==> src/rtl/down_counter_timer.sv <==
// Loadable down-counting timer with prescaler, pause and abort.
// Runs one-shot or auto-reload and pulses done on each 1->0 transition of out.
module down_counter_timer #(
    parameter int WIDTH    = 4,
    parameter int PRESCALE = 1
) (
    input  logic             clk,
    input  logic             rst,
    input  logic             start,
    input  logic [WIDTH-1:0] load_val,
    input  logic             auto_reload,
    input  logic             pause,
    input  logic             abort,
    output logic [WIDTH-1:0] out,
    output logic             busy,
    output logic             done
);

    localparam int              PW      = (PRESCALE > 1) ? $clog2(PRESCALE) : 1;
    localparam logic [PW-1:0]   PMAX    = PW'(PRESCALE - 1);
    localparam logic [WIDTH-1:0] ONE    = WIDTH'(1);

    typedef enum logic [1:0] {
        IDLE = 2'd0,
        RUN  = 2'd1,
        HOLD = 2'd2
    } state_t;

    state_t           state_reg;
    logic [PW-1:0]    presc_reg;
    logic [WIDTH-1:0] count_reg;
    logic [WIDTH-1:0] reload_reg;
    logic             mode_reg;
    logic             zero_pend_reg;
    logic             done_reg;

    assign out  = count_reg;
    assign done = done_reg;
    assign busy = (state_reg != IDLE);

    always_ff @(posedge clk or negedge rst) begin
        if (!rst) begin
            state_reg     <= IDLE;
            presc_reg     <= '0;
            count_reg     <= '0;
            reload_reg    <= '0;
            mode_reg      <= 1'b0;
            zero_pend_reg <= 1'b0;
            done_reg      <= 1'b0;
        end else begin
            // A zero-length start reports done one edge after it is accepted.
            done_reg      <= zero_pend_reg;
            zero_pend_reg <= 1'b0;
            if (abort) begin
                state_reg <= IDLE;
                count_reg <= '0;
                presc_reg <= '0;
                done_reg  <= 1'b0;
            end else if (start) begin
                presc_reg  <= '0;
                reload_reg <= load_val;
                mode_reg   <= auto_reload;
                if (load_val == '0) begin
                    state_reg     <= IDLE;
                    count_reg     <= '0;
                    zero_pend_reg <= 1'b1;
                end else begin
                    state_reg <= RUN;
                    count_reg <= load_val;
                end
            end else if (state_reg != IDLE) begin
                if (pause) begin
                    state_reg <= HOLD;
                end else begin
                    // Leaving HOLD counts as a running cycle so each hold cycle costs exactly one.
                    state_reg <= RUN;
                    if (presc_reg == PMAX) begin
                        presc_reg <= '0;
                        if (count_reg > ONE) begin
                            count_reg <= count_reg - ONE;
                        end else if (count_reg == ONE) begin
                            count_reg <= '0;
                            done_reg  <= 1'b1;
                            if (!mode_reg) begin
                                state_reg <= IDLE;
                            end
                        end else if (mode_reg) begin
                            count_reg <= reload_reg;
                        end
                    end else begin
                        presc_reg <= presc_reg + 1'b1;
                    end
                end
            end
        end
    end

endmodule
==> config.mk <==
export PLATFORM = sky130hd
export DESIGN_NAME = down_counter_timer
export DESIGN_NICKNAME = d
export VERILOG_FILES = /design/src/rtl/down_counter_timer.sv
export SDC_FILE = /design/constraint.sdc
export NUM_CORES = 1
export LEC_CHECK = 0
export ABC_AREA = 1
export ABC_CLOCK_PERIOD_IN_PS = 1480
export BUFFER_PORTS_ARGS = -buffer_cell sky130_fd_sc_hd__buf_2
export CAP_MARGIN = 10
export CORE_MARGIN = 8
export CORE_UTILIZATION = 40
export DETAILED_ROUTE_END_ITERATION = 8
export GPL_ROUTABILITY_DRIVEN = 0
export PLACE_DENSITY = 0.73
export SLEW_MARGIN = 25
export SYNTH_ARGS = -nofsm -noshare
export SYNTH_HDL_FRONTEND = slang
export SYNTH_SLANG_ARGS = --single-unit
==> constraint.sdc <==
create_clock -name clk -period 1.48 [get_ports clk]
set_input_delay 0.148 -clock clk [delete_from_list [all_inputs] [get_ports clk]]
set_output_delay 0.148 -clock clk [all_outputs]
set_load 0.01 [all_outputs]
==> results.py <==
metrics = {
    "sta": {
        "slew_violations": 0,
        "whs_ns": 0.0862,
        "tns_ns": 0,
        "slew-limit-headroom_pct": 80.2,
        "hold_viol_final": 0,
        "finClkSkew_ns": 0.00970,
        "max_freq_mhz": 738,
        "setup_viol_count_final": 0,
        "tightest_slew_ns": 0.298,
        "period_share_pct": 91.5,
        "min_period_ns": 1.35,
    },
    "hold_path": {
        "min_to": "mode_reg$_DFFE_PN0P_",
        "hold_path.class": "in -> reg",
        "min_from": "auto_reload",
        "hold_depth": 3,
    },
    "worst_setup_path": {
        "worst_path_max_delay_cell": "dfrtp_1",
        "cp_data_required_time_ns": 1.69,
        "path_buf_inv": 1,
        "reg2reg_slack_ns": 0.13,
        "endpoint_kind": "register",
        "critPathMaxStageDelay_ns": 0.42,
        "rr_startpoint": "out[0]$_DFFE_PN0P_",
        "worstPathCellList": "ha_1 > nand2_2 > nand2_1 > nor2_2 > nor2_4 > inv_2 > nand2_1 > nand2_1",
        "crit_path_max_fanout": 7,
        "crit_arrival_ns": 1.56,
        "worstSetupPathType": "reg -> reg",
        "crit_path_start": "out[0]$_DFFE_PN0P_",
        "cp_common_cell": "nand2_1",
        "r2r-end": "out[3]$_DFFE_PN0P_",
        "start_kind": "register",
        "reg2reg_depth": 8,
        "cpLargestDelayFamily": "simple AND/OR/NAND/NOR gates",
    },
    "global_route": {
        "grt_max_degree": 14,
        "grt_pass1_vias": 679,
        "grt_pass1_wl_um": 2660,
        "grt-ovfl-total": 0,
        "antenna_found_initial": 0,
        "track_usage_pct": 9.58,
    },
    "floorplanning": {
        "die_x_um": 58.8,
        "ios": 16,
        "die_h_um": 58.8,
        "design.core.area_sq_um": 1730,
        "start_util_pct": 42.4,
        "fp-row-count": 15,
        "dieArea_sq_um": 3450,
    },
    "logic_synthesis": {
        "synth_top_area_share_pct": 44.4,
        "synth.area.top_cells": "dfrtp_1 44%, nand2_1 26%, nand3_1 6.2%",
        "yosys-mux-area-fraction_pct": 0,
        "synth_top_family_by_area": "simple AND/OR/NAND/NOR gates",
        "ys_seq_area_share_pct": 44.4,
        "yosysTopAreaCell": "dfrtp_1",
        "synth_area_sq_um": 732,
        "ys_warn_count": 0,
        "synth_nets": 116,
        "synth_compound_area_share_pct": 2.74,
        "synth_xor_area_share_pct": 0,
        "synthAdderAreaFrac_pct": 3.42,
        "syn_avg_cell_area_sq_um": 7.04,
        "ys_ff_latch": 13,
        "yosys.area_share.simple_pct": 43.8,
        "yosysUniqueCellTypes": 15,
        "syn_inst": 104,
    },
    "layout": {
        "area_growth_pct": 25.0,
        "layout_commonest_cell": "nand2_1",
        "antennaDiodeCount": 0,
        "drive_above_1_share_pct": 26.8,
        "final_cell_mix": "47 x nand2_1, 15 x buf_2, 13 x dfrtp_1",
        "final_util_pct": 53.0,
        "final_cell_area_sq_um": 915,
        "fin_nets": 140,
    },
    "detailed_routing": {
        "dr.pass1.iters": 4,
        "wirelength_um": 1650,
        "postRouteAntennaNets": 0,
        "remaining_drc_errors": 0,
        "wl_per_cell_um": 10.9,
        "via_per_inst": 4.56,
        "drt_iter0_drc": 15,
        "vias": 693,
    },
    "run": {
        "max_cap_viol_count": 0,
    },
    "placement": {
        "port_buffers": 15,
        "place_area_sq_um": 838,
        "dpl.hpwl_um": 1280,
    },
    "clocking": {
        "clock_sinks": 13,
        "cts-buffers-inserted": 3,
        "htree_levels": 1,
        "clk_pin_slew_ns": 0.08,
        "cts_root_buffer": "clkbuf_4",
        "cts_tree": "done",
        "clk_path_buf_depth": 2,
        "worstSkewPairLatency_ns": 0.27,
    },
    "power": {
        "power.density_nw_per_um2": 1520,
        "cellLeakagePower_nw": 0.535,
        "vdd_drop_max_uv": 601,
    },
    "outcome": {
        "status": "finished, final reports clean",
    },
}
power by group:
part	internal, W	switching, W
registers	0.000422	0.0000783
clock network	0.000104	0.000111
logic	0.000273	0.000404
layout make-up:
cell class | instances | area (sq um)
repair buffers | 19 | 108
well taps | 25 | 31.3
clock buffers | 4 | 26.3
inverters | 11 | 41.3
flip-flops and latches | 13 | 325
multi-input cells | 80 | 383
fillers | 193 | 812
worst register-to-register path, stage by stage, from the launching register on:
cell and delay [ns]:
dfrtp_1 0.42, ha_1 0.24, nand2_2 0.15, nand2_1 0.08, nor2_2 0.15, nor2_4 0.07, inv_2 0.07, nand2_1 0.05
nand2_1 0.07
metal layers:
layer	vias to the layer above	global-route usage, %	wire length (um)
met3	0	2.61	71
met4	0	3.07	0
met5	-	0	0
met2	9	16.5	819
met1	314	11.1	758
li1	370	-	-
worst max-delay path by stage:
stage	end	cells after the start
4_1_cts	out[2]$_DFFE_PN0P_	11
5_1_grt	out[2]$_DFFE_PN0P_	11
6_report	out[3]$_DFFE_PN0P_	8
2_1_floorplan	out[3]$_DFFE_PN0P_	11
3_5_place_dp	out[2]$_DFFE_PN0P_	11
3_3_place_gp	out[2]$_DFFE_PN0P_	11
synth_stat cells, drive strengths merged:
master	count
or2	1
nor3	1
dfrtp	13
inv	11
nor4	1
nor2	11
o21ai	2
a21oi	2
nand3	9
nand2	51
ha	2
cell families after synthesis:
logic type / count (synthesis)
buffers and inverters: 11
AO/OA/AOI/OAI: 4
adder cells (fa/ha/maj): 2
AND/OR/NAND/NOR: 74
flip-flops: 13
timing repair:
action	in CTS	in global routing
gates resized for setup	0	6
hold buffers	1	0
hold endpoints to repair	13	0
buffers inserted	0	3
endpoints found under the setup margin	0	4
through the flow:
step,power [W],setup WS [ns],cells
after detailed placement,0.00108,0.0418,144
after global routing,0.00151,-0.0333,152
after CTS,0.00130,0.0227,149
after global placement,0.00106,0.0822,144
after floorplan,0.000903,0.134,104
final,0.00139,0.126,152
(Power assumes the default switching activity.)
